<file path="config.mk">
export PLATFORM = sky130hd
export DESIGN_NAME = wb_avalon_master_bridge
export DESIGN_NICKNAME = d
export VERILOG_FILES = /design/src/rtl/wb_avalon_master_bridge.sv
export SDC_FILE = /design/constraint.sdc
export NUM_CORES = 1
export LEC_CHECK = 0
export BUFFER_PORTS_ARGS = -buffer_cell sky130_fd_sc_hd__buf_2
export CORE_ASPECT_RATIO = 1.75
export CORE_MARGIN = 2
export CORE_UTILIZATION = 30
export CTS_CLUSTER_SIZE = 10
export DETAILED_ROUTE_END_ITERATION = 8
export PLACE_DENSITY = 0.54
export SLEW_MARGIN = 15
export SYNTH_ARGS = -nofsm -noshare
export SYNTH_HDL_FRONTEND = slang
export SYNTH_SLANG_ARGS = --single-unit
</file>
<file path="constraint.sdc">
create_clock -name clk -period 6.96 [get_ports clk]
set_input_delay 1.74 -clock clk [delete_from_list [all_inputs] [get_ports clk]]
set_output_delay 1.74 -clock clk [all_outputs]
set_load 0.05 [all_outputs]
</file>
<file path="src/rtl/wb_avalon_master_bridge.sv">
// Wishbone classic slave to Avalon-MM master bridge with timeout, error mapping and error counter.
// Latency: Avalon command 1 cycle after stb is sampled; ack/err 1 cycle after Avalon completion.
// Backpressure: command held under m_waitrequest; Wishbone master waits for ack/err.
module wb_avalon_master_bridge #(
  parameter int DATA_W  = 32,
  parameter int ADDR_W  = 32,
  parameter int TIMEOUT = 1023,
  parameter int TO_W    = 10
) (
  input  logic                  clk,
  input  logic                  reset,
  input  logic [ADDR_W-1:0]     wb_adr_i,
  input  logic [DATA_W-1:0]     wb_dat_i,
  input  logic [DATA_W/8-1:0]   wb_sel_i,
  input  logic                  wb_we_i,
  input  logic                  wb_cyc_i,
  input  logic                  wb_stb_i,
  output logic [DATA_W-1:0]     wb_dat_o,
  output logic                  wb_ack_o,
  output logic                  wb_err_o,
  output logic [ADDR_W-1:0]     m_address,
  output logic [DATA_W/8-1:0]   m_byteenable,
  output logic                  m_read,
  output logic                  m_write,
  output logic [DATA_W-1:0]     m_writedata,
  input  logic [DATA_W-1:0]     m_readdata,
  input  logic                  m_readdatavalid,
  input  logic                  m_waitrequest,
  input  logic [1:0]            m_response,
  output logic [7:0]            err_count
);

  localparam logic [2:0] S_IDLE   = 3'd0;
  localparam logic [2:0] S_REQ    = 3'd1;
  localparam logic [2:0] S_RDWAIT = 3'd2;
  localparam logic [2:0] S_RESP   = 3'd3;
  localparam logic [2:0] S_DRAIN  = 3'd4;

  localparam logic [TO_W-1:0] TO_LIM = TO_W'(TIMEOUT);

  logic [2:0]      state;
  logic            stale;     // a timed-out read still owes us one readdatavalid beat
  logic            abort_q;   // master dropped cyc during this transfer
  logic [TO_W-1:0] to_cnt;    // saturates at TO_LIM so a late accept cannot wrap it

  logic to_hit;
  logic quiet;
  logic rd_err;
  logic finish;
  logic fin_err;
  logic capture;
  logic to_stale;

  assign to_hit = (TIMEOUT != 0) && (to_cnt >= TO_LIM - 1'b1);
  assign quiet  = abort_q | ~wb_cyc_i;
  assign rd_err = (m_response != 2'b00);

  // Decide whether this cycle completes the transfer, with what status, and whether read data lands.
  always_comb begin
    finish   = 1'b0;
    fin_err  = 1'b0;
    capture  = 1'b0;
    to_stale = 1'b0;
    case (state)
      S_REQ: begin
        if (!m_waitrequest) begin
          if (m_write) begin
            finish = 1'b1;
          end else if (m_readdatavalid) begin
            // zero-latency read data arriving in the accept cycle
            finish  = 1'b1;
            capture = 1'b1;
            fin_err = rd_err;
          end
        end else if (to_hit) begin
          finish  = 1'b1;
          fin_err = 1'b1;
        end
      end
      S_RDWAIT: begin
        if (m_readdatavalid) begin
          finish  = 1'b1;
          capture = 1'b1;
          fin_err = rd_err;
        end else if (to_hit) begin
          finish   = 1'b1;
          fin_err  = 1'b1;
          to_stale = 1'b1;
        end
      end
      default: ;
    endcase
  end

  // Transfer FSM with registered Avalon command, Wishbone response and error counter.
  always_ff @(posedge clk or posedge reset) begin
    if (reset) begin
      state        <= S_IDLE;
      stale        <= 1'b0;
      abort_q      <= 1'b0;
      to_cnt       <= '0;
      wb_dat_o     <= '0;
      wb_ack_o     <= 1'b0;
      wb_err_o     <= 1'b0;
      m_address    <= '0;
      m_byteenable <= '0;
      m_read       <= 1'b0;
      m_write      <= 1'b0;
      m_writedata  <= '0;
      err_count    <= '0;
    end else begin
      wb_ack_o <= 1'b0;
      wb_err_o <= 1'b0;
      if (capture) begin
        wb_dat_o <= m_readdata;
      end
      case (state)
        S_IDLE: begin
          abort_q <= 1'b0;
          to_cnt  <= '0;
          if (stale) begin
            if (m_readdatavalid) begin
              stale <= 1'b0;
            end else begin
              state <= S_DRAIN;
            end
          end else if (wb_cyc_i && wb_stb_i) begin
            m_address    <= wb_adr_i;
            m_writedata  <= wb_dat_i;
            m_byteenable <= wb_sel_i;
            m_read       <= ~wb_we_i;
            m_write      <= wb_we_i;
            state        <= S_REQ;
          end
        end
        S_REQ, S_RDWAIT: begin
          if (!wb_cyc_i) begin
            abort_q <= 1'b1;
          end
          if (to_cnt != TO_LIM) begin
            to_cnt <= to_cnt + 1'b1;
          end
          if (finish) begin
            m_read  <= 1'b0;
            m_write <= 1'b0;
            state   <= S_RESP;
            if (to_stale) begin
              stale <= 1'b1;
            end
            if (!quiet) begin
              wb_ack_o <= ~fin_err;
              wb_err_o <= fin_err;
              if (fin_err && (err_count != 8'hFF)) begin
                err_count <= err_count + 1'b1;
              end
            end
          end else if ((state == S_REQ) && !m_waitrequest) begin
            // read accepted, data still outstanding
            m_read  <= 1'b0;
            m_write <= 1'b0;
            state   <= S_RDWAIT;
          end
        end
        S_RESP: begin
          // stb is ignored here so a held strobe cannot reissue the command
          if (stale && m_readdatavalid) begin
            stale <= 1'b0;
          end
          state <= S_IDLE;
        end
        S_DRAIN: begin
          // swallow the late beat of a timed-out read
          if (m_readdatavalid) begin
            stale <= 1'b0;
            state <= S_IDLE;
          end
        end
        default: state <= S_IDLE;
      endcase
    end
  end

endmodule
</file>
**After elaboration in Yosys (flattened, before gate mapping)**

Index checks and enable logic that the tools add are counted.

- $add $sub $neg: 2
- $lt $le $gt $ge: 1
- Equality and inequality tests: 17
- Multiplexer cells: 48
- Bitwise gates (word level): 6
- Reduce and logical (&&, ||, !) cells: 17

Operators with widths:

| operator | number |
|---|---|
| 1-bit two-way mux | 32 |
| 10-bit one-hot mux with 2 select lines | 1 |
| 3-bit two-way mux | 6 |
| 2-bit != test, second input constant | 8 |
| 1-bit one-hot mux with 2 select lines | 6 |
| 4-bit AND reduction | 3 |
| 10-bit by 1-bit adder with 10-bit output, second input constant | 1 |
| 10-bit greater-or-equal comparator, second input constant | 1 |
| 10-bit two-way mux | 1 |
| 10-bit != test, second input constant | 1 |
| 3-bit != test, second input constant | 3 |
| 3-bit one-hot mux with 3 select lines | 1 |
| 8-bit by 1-bit adder with 8-bit output, second input constant | 1 |
| 8-bit != test, second input constant | 1 |
| 3-bit by 2-bit equality test with 1-bit output, second input constant | 2 |
| 1-bit NOT | 5 |
| 5-bit AND reduction | 1 |
| 1-bit logical AND | 4 |
| 1-bit one-hot mux with 4 select lines | 1 |
| 2-bit AND reduction | 2 |
| 2-bit nonzero test | 2 |
| 4-bit nonzero test | 1 |
| 3-bit by 1-bit equality test with 1-bit output, second input constant | 1 |
| 3-bit equality test, second input constant | 1 |
| 5 further kinds | 5 |

- Bits in registers: 127
- Word-level logic and storage cells: 104

**Longest topological paths before layout**

- Depth after elaboration: 9
- Gate-level depth with buffers: 7
- Mapped depth without buffers: 7

**Least setup slack after synthesis**

Ideal clock, no wire load.

- Kind: input port to flip-flop
- From: in m_waitrequest
- To: reg err_count[1]
- Library setup time: 0.128 ns
- Arrival: 3.596 ns
- Data required time: 6.832 ns
- Setup slack: 3.236 ns
- Cell stages on the path: 7
- Path through: or4b_1 -> a211o_1 -> buf_6 -> or3b_1 -> buf_6 -> a21boi_4 -> mux2_1

- Longest elaborated chain between the ends: 4
- Elaborated cells on any way between the ends: 6
- Those cells by class: mux (4); reduce/logical (2)

RTL lines:

| element | RTL line | RTL |
|---|---|---|
| from (decl) | 28 | `input logic m_waitrequest,` |
| 1-bit two-way mux | 66 | `if (!m_waitrequest) begin` |
| 1-bit one-hot mux with 2 select lines | 64 | `case (state)` |
| 1-bit logical AND | 153 | `if (fin_err && (err_count != 8'hFF)) begin` |
| 4-bit AND reduction (no source line) (*) | -- |  |
| to (signal assigned) | 154 | `err_count <= err_count + 1'b1;` |
| to (decl) | 30 | `output logic [7:0] err_count` |

Mark *: on every way between the ends. The rest lies on a longest branch, timed or not.
A chain may end at the register's enable or synchronous reset.

**Worst setup path in the final report**

- From: in wb_cyc_i
- To: reg m_writedata[8]

- Longest elaborated chain between the ends: 2

RTL lines:

| element | RTL line | RTL |
|---|---|---|
| from (decl) | 16 | `input logic wb_cyc_i,` |
| 1-bit logical AND | 127 | `end else if (wb_cyc_i && wb_stb_i) begin` |
| 3-bit AND reduction (no source line) | -- |  |
| to (signal assigned) | 129 | `m_writedata <= wb_dat_i;` |
| to (decl) | 25 | `output logic [DATA_W-1:0] m_writedata,` |

No other way between the ends.

==> impl_metrics.json <==
{
  "ant_nets": 0,
  "grt_max_degree": 70,
  "finalWirelength_microns": 13760,
  "finalSetupViolCount": 0,
  "avgSynthCellArea_sq_um": 13.86,
  "ctsResizeCount": 0,
  "cap_viol_max_count": 0,
  "seqPwrFrac_pct": 29.5,
  "clockRootBuffer": "clkbuf_16",
  "whs_ns": 0.4981,
  "worstSetupPathType": "in2reg",
  "required_ns": 7.24,
  "crit_buf_inv": 2,
  "worstSkewPairLatency_ns": 0.40,
  "utilization_pct": 42.27,
  "cp_max_fo": 38,
  "fin_tns_setup_ns": 0,
  "die_x_microns": 103.6,
  "min_period_over_period_pct": 51.21,
  "overflow": 0,
  "critPathMaxStageDelay_ns": 0.86,
  "fin_crit_ns": 3.564,
  "diodes": 0,
  "core_area_sq_um": 16950,
  "syn-cell-area_sq_um": 5211,
  "hold_class": "reg2reg",
  "area_growth_pct": 37.48,
  "final_common_cell": "buf_2",
  "wl_per_cell_microns": 16.38,
  "drc": 0,
  "status": "finished clean",
  "rsz0062_at_grt": "false",
  "numClockSinks": 127,
  "synth_fp_nets": 488,
  "yosysSeqAreaShare_pct": 60.98,
  "synth_cell_types": 43,
  "postCtsSetupBuffers": 0,
  "tritoncts": "done",
  "internal-power_uw": 2252,
  "layout_common_cells": "220 x buf_2, 127 x dfrtp_1, 100 x mux2_2",
  "leakagePower_uw": 0.003508,
  "clock_skew_ns": 0.007622,
  "synth_edf_count": 0,
  "cts-hold-fix-buffers": 0,
  "combPwrFrac_pct": 49.0,
  "max-slew-margin-rel_pct": 25.86,
  "drive_above_1_share_pct": 58.56,
  "cpLargestDelayFamily": "simple AND/OR/NAND/NOR gates",
  "async_flop_share_pct": 100.0,
  "grt_pass1_vias": 4223,
  "worst_pin_slew_ns": 1.109,
  "switching_power_uw": 2059,
  "die-height_microns": 178.4,
  "start_util_pct": 30.75,
  "grtUsageTotal_pct": 14.80,
  "hold_viol_final": 0,
  "post-dp-hpwl_microns": 10360,
  "drtIter0Drc": 98,
  "irDropWorstVdd_mv": 0.2609,
  "grt_pass1_wl_microns": 21520,
  "die_area_sq_um": 18480,
  "nets": 714,
  "row_count": 63,
  "startpoint_type": "input pin",
  "drv_slew": 0,
  "via_per_inst": 4.611,
  "powerDensity_nw_per_um2": 601.7,
  "setup.reg_to_reg.worst_slack_ns": 3.84,
  "endpoint_kind": "register",
  "synthCells": 376,
  "cp_cell_sequence": "buf_2 -> nand3b_1 -> nor2_4 -> buf_4 -> mux2_2",
  "dr.pass1.iters": 4,
  "cts.clk_slew.worst_paths_ns": 0.06,
  "io_pins": 221,
  "max_freq_ghz": 0.2806,
  "ys.warnings.count": 0,
  "synth-seq-cells": 127,
  "gp_congestion": 0.8060,
  "sw_frac_of_total_pct": 47.76,
  "numCtsBuffers": 17,
  "num_vias": 3873,
  "io_buffers": 220,
  "pwr-share-clk_pct": 21.5,
  "antenna_found_initial": 1,
  "critPathArrivalTime_ns": 3.85,
  "ys.flop_type": "dfrtp_1",
  "clk_path_buf_depth": 2,
  "htreeDepth": 4,
  "slowest_stage": "nor2_4"
}
==> routing by layer <==
layer | global-route usage, % | part of all wire (%) | up-vias
met1 | 15.37 | 35 | 1933
li1 | - | - | 1792
met2 | 27.92 | 58 | 120
met3 | 3.507 | 4.6 | 26
met4 | 7.095 | 2.6 | 2
met5 | 0 | 0.094 | -
==> Yosys cell counts (2+ instances only) <==
cell type	count	area, sq um
ha_1	3	37.54
nand4_1	5	31.28
mux2_1	2	22.52
a211oi_1	3	22.52
nand2_1	20	75.07
mux2_2	100	1126
o21ai_0	7	35.03
clkbuf_1	9	33.78
o21a_1	2	15.01
and3_1	7	43.79
a22o_1	2	17.52
maj3_1	2	20.02
nand2b_1	4	25.02
nand3b_1	2	15.01
xnor2_1	3	26.28
nor2_1	14	52.55
nand3_1	4	20.02
dfrtp_1	127	3178
a31oi_1	3	18.77
xor2_1	6	52.55
nor3_1	5	25.02
a21oi_1	14	70.07
and4_1	2	17.52
buf_2	5	25.02
inv_1	6	22.52
buf_6	2	22.52
==> power groups by stage <==
stage | Combinational [uW] | Clock, uW | Sequential (uW)
floorplan | 546 | 0 | 2340
global placement | 2110 | 0 | 1270
detailed placement | 2130 | 0 | 1280
CTS | 2140 | 954 | 1280
global route | 2210 | 990 | 1330
finish | 2110 | 929 | 1270
==> cell type report <==
cell class	count	area (sq um)
clock buffers	17	425.4
fillers	1645	9783
inverters	6	25.02
repair buffers	223	1124
multi-input cells	227	1937
clock inverters	13	191.4
well taps	227	284.0
flip-flops and latches	127	3178
==> flip-flops by register name (all words and copies together), names as in the netlist <==
register      count
m_write           1
m_writedata      32
m_read            1
wb_dat_o         32
wb_err_o          1
stale             1
err_count         8
m_byteenable      4
state             3
m_address        32
to_cnt           10
wb_ack_o          1
abort_q           1
==> logic make-up after synthesis <==
logic type               share of synthesized area, %
AO/OA/AOI/OAI                                   5.451
XOR/XNOR                                        1.513
adder cells (fa/ha/maj)                         1.105
buffers and inverters                           1.993
flip-flops                                      60.98
multiplexers                                    22.04
AND/OR/NAND/NOR                                 6.915
==> path summary, 6_finish.rpt <==
path / from / endpoint / cells past startpoint
hold / removal: m_read / m_read / 1
setup / recovery: wb_cyc_i / m_writedata[8] / 5
setup reg to reg: state[2] / m_writedata[8] / 4
hold reg to reg: m_read / m_read / 1
max in group asynchronous: reset / m_address[23] / 3
min in group asynchronous: reset / m_address[15] / 2
==> through the flow <==
stage,instances,cell area [sq um],power [uW],setup WS (ns)
final,840,7164,4311,3.396
after global routing,840,7164,4524,3.214
after CTS,840,7164,4367,3.349
after detailed placement,810,6548,3416,2.925
after global placement,810,6548,3377,2.993
after floorplan,376,5211,2883,1.836
Note: power is estimated with default switching activity, not from simulation.
